$ cat src/rtl/cpu6_fetch.sv
// rtl/cpu6_fetch.sv - instruction fetch unit with 2-entry buffer and redirect flush
//
// Ports:
//   clk, reset                 clock, asynchronous active-high reset
//   redirect, redirect_pc      taken branch/jump from EX and its target
//   excp_redirect, excp_pc     trap redirect and its target (wins over redirect)
//   imem_req/addr/gnt          fetch request channel to instruction memory
//   imem_rvalid/rdata          in-order response channel from instruction memory
//   out_valid/pc/instr/ready   pc/instruction pair handed to decode/EX
module cpu6_fetch #(
   parameter logic [31:0] RESET_PC = 32'h0000_0000,
   parameter int          DEPTH    = 2
) (
   input  logic        clk,
   input  logic        reset,
   input  logic        redirect,
   input  logic [31:0] redirect_pc,
   input  logic        excp_redirect,
   input  logic [31:0] excp_pc,
   output logic        imem_req,
   output logic [31:0] imem_addr,
   input  logic        imem_gnt,
   input  logic        imem_rvalid,
   input  logic [31:0] imem_rdata,
   output logic        out_valid,
   output logic [31:0] out_pc,
   output logic [31:0] out_instr,
   input  logic        out_ready
);

   localparam logic [2:0] DEPTH_L = 3'(DEPTH);

   typedef enum logic [1:0] {S_BOOT, S_RUN, S_FLUSH} state_t;

   state_t      state_q, state_d;
   logic [31:0] fetch_pc_q, fetch_pc_d;
   logic [31:0] rsp_pc_q, rsp_pc_d;
   logic [1:0]  outst_q, outst_d;
   logic [1:0]  buf_count_q, buf_count_d;
   logic [1:0]  drop_q, drop_d;
   logic [31:0] b0_pc_q, b0_pc_d, b0_instr_q, b0_instr_d;
   logic [31:0] b1_pc_q, b1_pc_d, b1_instr_q, b1_instr_d;

   logic        redir_any;
   logic [31:0] target;
   logic        fire;
   logic        pop;
   logic        push;

   // State register
   always_ff @(posedge clk or posedge reset) begin
      if (reset) begin
         state_q     <= S_BOOT;
         fetch_pc_q  <= RESET_PC;
         rsp_pc_q    <= RESET_PC;
         outst_q     <= 2'd0;
         buf_count_q <= 2'd0;
         drop_q      <= 2'd0;
         b0_pc_q     <= 32'd0;
         b0_instr_q  <= 32'd0;
         b1_pc_q     <= 32'd0;
         b1_instr_q  <= 32'd0;
      end else begin
         state_q     <= state_d;
         fetch_pc_q  <= fetch_pc_d;
         rsp_pc_q    <= rsp_pc_d;
         outst_q     <= outst_d;
         buf_count_q <= buf_count_d;
         drop_q      <= drop_d;
         b0_pc_q     <= b0_pc_d;
         b0_instr_q  <= b0_instr_d;
         b1_pc_q     <= b1_pc_d;
         b1_instr_q  <= b1_instr_d;
      end
   end

   // Output logic
   always_comb begin
      redir_any = redirect | excp_redirect;
      target    = excp_redirect ? {excp_pc[31:2], 2'b00} : {redirect_pc[31:2], 2'b00};
      // Requests in flight plus buffered entries never exceed the buffer size,
      // so every response is guaranteed a free slot.
      imem_req  = (state_q == S_RUN) && !redir_any &&
                  (({1'b0, outst_q} + {1'b0, buf_count_q}) < DEPTH_L);
      imem_addr = {fetch_pc_q[31:2], 2'b00};
      out_valid = (buf_count_q != 2'd0);
      out_pc    = b0_pc_q;
      out_instr = b0_instr_q;
      fire      = imem_req & imem_gnt;
      pop       = out_valid & out_ready;
      push      = imem_rvalid && (drop_q == 2'd0) && !redir_any;
   end

   // Datapath and buffer next-state
   always_comb begin
      outst_d     = outst_q + {1'b0, fire} - {1'b0, imem_rvalid};
      fetch_pc_d  = fetch_pc_q;
      rsp_pc_d    = rsp_pc_q;
      drop_d      = drop_q;
      buf_count_d = buf_count_q;
      b0_pc_d     = b0_pc_q;
      b0_instr_d  = b0_instr_q;
      b1_pc_d     = b1_pc_q;
      b1_instr_d  = b1_instr_q;

      if (fire)
         fetch_pc_d = fetch_pc_q + 32'd4;
      if (push)
         rsp_pc_d = rsp_pc_q + 32'd4;
      if (imem_rvalid && (drop_q != 2'd0))
         drop_d = drop_q - 2'd1;

      // Head is always entry 0; a pop shifts entry 1 down.
      case ({push, pop})
         2'b10: begin
            if (buf_count_q == 2'd0) begin
               b0_pc_d    = rsp_pc_q;
               b0_instr_d = imem_rdata;
            end else begin
               b1_pc_d    = rsp_pc_q;
               b1_instr_d = imem_rdata;
            end
            buf_count_d = buf_count_q + 2'd1;
         end
         2'b01: begin
            b0_pc_d     = b1_pc_q;
            b0_instr_d  = b1_instr_q;
            buf_count_d = buf_count_q - 2'd1;
         end
         2'b11: begin
            if (buf_count_q == 2'd1) begin
               b0_pc_d    = rsp_pc_q;
               b0_instr_d = imem_rdata;
            end else begin
               b0_pc_d    = b1_pc_q;
               b0_instr_d = b1_instr_q;
               b1_pc_d    = rsp_pc_q;
               b1_instr_d = imem_rdata;
            end
         end
         default: ;
      endcase

      // Every request still in flight after this cycle belongs to the old path.
      if (redir_any) begin
         fetch_pc_d  = target;
         rsp_pc_d    = target;
         buf_count_d = 2'd0;
         drop_d      = outst_d;
      end
   end

   // Next-state logic
   always_comb begin
      state_d = state_q;
      case (state_q)
         S_BOOT:  state_d = S_RUN;
         S_RUN:   state_d = (redir_any && (drop_d != 2'd0)) ? S_FLUSH : S_RUN;
         S_FLUSH: state_d = (drop_d == 2'd0) ? S_RUN : S_FLUSH;
         default: state_d = S_BOOT;
      endcase
   end

endmodule

$ cat config.mk
export PLATFORM = sky130hd
export DESIGN_NAME = cpu6_fetch
export DESIGN_NICKNAME = d
export VERILOG_FILES = /design/src/rtl/cpu6_fetch.sv
export SDC_FILE = /design/constraint.sdc
export NUM_CORES = 1
export LEC_CHECK = 0
export ABC_AREA = 1
export CAP_MARGIN = 20
export CORE_UTILIZATION = 55
export CTS_CLUSTER_DIAMETER = 120
export DETAILED_ROUTE_END_ITERATION = 8
export PLACE_DENSITY = 0.84
export SYNTH_ARGS = -nofsm -noshare
export SYNTH_HDL_FRONTEND = slang
export SYNTH_SLANG_ARGS = --single-unit
$ cat constraint.sdc
create_clock -name clk -period 18.1 [get_ports clk]
set_clock_uncertainty 0.05 [all_clocks]
set_input_delay 4.525 -clock clk [delete_from_list [all_inputs] [get_ports clk]]
set_output_delay 4.525 -clock clk [all_outputs]
set_load 0.01 [all_outputs]
==> impl_metrics.csv <==
group,metric,value,unit
global_route,grt_pass1_wl,46200,um
floorplanning,ios,201,
synthesis,synthCells,1361,
final_layout,post-route-util,0.710,
drt,vias,9856,
critical_path,cp_data_arrival_time,6.23,ns
synthesis,synth_compound_area_frac,0.118,
critical_path,reg2regPathDepth,11,
power,ir_drop,76.7,uV
global_route,track_usage,0.299,
clock_network,cts_tree,"yes",
floorplanning,dieArea,0.0192,mm^2
clock_network,clk_latency,0.44,ns
run,drv_cap,0,
floorplanning,rows,49,
clock_network,cts_hold_buf,0,
drt,drc,20,
power,power_density,124,mW/mm^2
timing,max_slew_margin,0.325,
timing,fmax,92.6,MHz
timing,worst_pin_slew,1.01,ns
timing,min_period_over_period,0.597,
critical_path,r2r-end,"fetch_pc_q[15]$_DFFE_PP0P_",
power,p_leak,0.00576,uW
global_route,grt_overflow,0,
critical_path,cpMostUsedCell,"clkdlybuf4s50_1",
status,outcome,"complete, but fails checks",
clock_network,h-tree-depth,4,
synthesis,synthSimpleGateAreaFrac,0.288,
placed_design,port_buffers,192,
global_route,grt_max_degree,93,
synthesis,synth_xor_area_frac,0.00767,
critical_path,endpoint,"imem_req",
floorplanning,initial_core_util,0.566,
clock_network,clk_path_buf_depth,2,
timing,tns,0,ns
timing,drv_slew,0,
critical_path,path_cells,"clkdlybuf4s50_1, nor2_4, nand2_1, nor2_1, clkdlybuf4s50_1",
clock_network,cts_setup_buffers,0,
synthesis,synth_adder_area_share,0.0105,
clock_network,root_buffer,"clkbuf_16",
clock_network,clock_sinks,192,
global_route,grt_pass1_vias,9340,
placed_design,finalWeightedCongestion,0.888,
critical_path,path_max_fanout,12,
critical_path,crit_start,"redirect",
drt,drt-total-wl,27800,um
floorplanning,die_y,139,um
final_layout,n_antenna_cell,0,
global_route,antenna_found_initial,0,
floorplanning,die_w,139,um
timing,finalHoldViolations,0,
critical_path,worstReg2RegStart,"buf_count_q[0]$_DFFE_PP0P_",
floorplanning,design.core.area,0.0181,mm^2
timing,rsz0062_at_grt,"false",
timing,period_needed,10.80,ns
min_path,hp-class,"flip-flop to flip-flop",
synthesis,yosys_warnings,0,
critical_path,critical_path_required,13.53,ns
critical_path,crit_path_max_incr_delay,0.76,ns
synthesis,synth_top_family_by_area,"simple AND/OR/NAND/NOR gates",
critical_path,end_kind,"output port",
synthesis,yosysSeqAreaShare,0.467,
drt,ant_nets,0,
synthesis,synthMuxAreaShare,0.0449,
placed_design,dp.final_hpwl,19000,um
clock_network,post_cts_resized,0,
synthesis,syn_avg_cell_area,7.55,um^2
critical_path,cp_slowest_cell,"clkdlybuf4s50_1",
critical_path,start_kind,"input pin",
drt,vias_per_cell,5.60,
critical_path,critPathKind,"input pin to output port",
final_layout,syn_to_final_growth,25.3,%
final_layout,final_nets,1628,
clock_network,cts_buffers,17,
drt,drt_iter0_drc,795,
clock_network,clkSlewWorstSetupHoldPaths,0.07,ns
timing,fin_hold_ws,0.440,ns
timing,setup_viol,0,
drt,route.detailed.wl_per_inst,15.8,um
synthesis,synth.ff_latch_count,192,
critical_path,reg2reg_slack,14.92,ns
synthesis,syn_area,0.0103,mm^2
final_layout,final_layout_size_suffix_gt1_frac,0.0654,
status,violations,"design-rule violations",
drt,dr.pass1.iters,7,
synthesis,yosys.cell_types.count,34,
## report_power, final
| group | total, uW | internal, uW | switching [uW] |
|---|---|---|---|
| clock | 366 | 184 | 182 |
| combinational | 539 | 278 | 262 |
| sequential | 689 | 583 | 106 |
## logic make-up after synthesis
logic type,Yosys count
xor+xnor,9
flops,192
compound gates,217
buf+inv,154
simple gates,739
other cells,1
fa+ha+maj,8
mux,41
## synth_stat cells
cell type | count | share of area
a21boi_0 | 2 | 0.0015
a21oi_1 | 53 | 0.026
a31oi_1 | 72 | 0.044
and2_1 | 1 | 0.00061
buf_1 | 3 | 0.0011
buf_2 | 38 | 0.019
buf_4 | 4 | 0.0029
clkbuf_1 | 25 | 0.0091
clkinv_1 | 1 | 0.00036
conb_1 | 1 | 0.00036
dfrtp_1 | 192 | 0.47
fa_1 | 1 | 0.0019
ha_1 | 7 | 0.0085
inv_1 | 81 | 0.030
inv_2 | 2 | 0.00073
mux2_2 | 41 | 0.045
nand2_1 | 342 | 0.12
nand2_2 | 1 | 0.00061
nand3_1 | 110 | 0.054
nand4_1 | 4 | 0.0024
nand4_2 | 1 | 0.0012
nor2_1 | 267 | 0.098
nor2_2 | 1 | 0.00061
nor2_4 | 1 | 0.0011
nor3_1 | 6 | 0.0029
o211ai_1 | 10 | 0.0073
o21ai_0 | 76 | 0.037
o21ai_2 | 1 | 0.00085
o21bai_1 | 1 | 0.00073
o22ai_1 | 1 | 0.00061
o31ai_1 | 1 | 0.00073
or2_2 | 5 | 0.0030
xnor2_1 | 3 | 0.0026
xor2_1 | 6 | 0.0051
## through the flow
stage / worst slack, ns / power (uW) / area (um^2) / instances
floorplan: 7.94 / 965 / 10300 / 1364
global placement: 7.31 / 1200 / 12300 / 1726
detailed placement: 7.31 / 1230 / 12300 / 1726
CTS: 7.30 / 1600 / 12900 / 1758
global route: 7.22 / 1690 / 12900 / 1759
finish: 7.30 / 1590 / 12900 / 1759
## layer usage
layer	routed length (um)	vias up	GRT usage
li1	-	4772	-
met1	12100	4659	0.412
met2	13000	386	0.480
met3	2040	39	0.0525
met4	631	0	0.0994
met5	0	-	0
## critical path: cells and delay by family
kind	cells	cell delay, ns
and+or+nand+nor	3	0.39
buffers and inverters	2	1.31
## placed cells by master, fill, tap and decap left out, types with 5 or more instances in the layout
| cell | n |
|---|---|
| a31oi_1 | 72 |
| xor2_1 | 6 |
| nand3_1 | 110 |
| clkbuf_16 | 17 |
| nor3_1 | 6 |
| clkdlybuf4s50_1 | 192 |
| ha_1 | 7 |
| o21ai_0 | 76 |
| buf_4 | 11 |
| nand2_1 | 339 |
| mux2_2 | 41 |
| nor2_1 | 267 |
| inv_1 | 80 |
| inv_6 | 5 |
| a21oi_1 | 53 |
| or2_2 | 5 |
| dfrtp_1 | 192 |
| o211ai_1 | 10 |
## state kept, by name, indices dropped and copies added, names as in the netlist
signal and cells:
fetch_pc_q 30, buf_count_q 2, b1_instr_q 32, out_instr 32, rsp_pc_q 30, state_q 2
out_pc 30, b1_pc_q 30, outst_q 2, drop_q 2
## worst min path at each step
| stage | startpoint | endpoint | slack (ns) | cells past startpoint |
|---|---|---|---|---|
| after floorplan | b1_pc_q[10]$_DFFE_PP0P_ | b1_pc_q[10]$_DFFE_PP0P_ | 0.40 | 2 |
| after global placement | b1_pc_q[16]$_DFFE_PP0P_ | b1_pc_q[16]$_DFFE_PP0P_ | 0.42 | 2 |
| after detailed placement | b1_pc_q[30]$_DFFE_PP0P_ | b1_pc_q[30]$_DFFE_PP0P_ | 0.42 | 2 |
| after CTS | b1_pc_q[30]$_DFFE_PP0P_ | b1_pc_q[30]$_DFFE_PP0P_ | 0.44 | 2 |
| after global routing | b1_pc_q[5]$_DFFE_PP0P_ | b1_pc_q[5]$_DFFE_PP0P_ | 0.46 | 2 |
| final | b1_pc_q[6]$_DFFE_PP0P_ | b1_pc_q[6]$_DFFE_PP0P_ | 0.44 | 2 |
## cell type report
type / count / area, um^2
Fill cell: 1431 / 5270
Multi-Input combinational cell: 1018 / 4860
Sequential cell: 192 / 4800
Timing Repair Buffer: 204 / 2030
Clock buffer: 18 / 429
Inverter: 84 / 320
Tap cell: 229 / 287
Clock inverter: 14 / 143
Note: power is estimated with default switching activity, not from simulation.
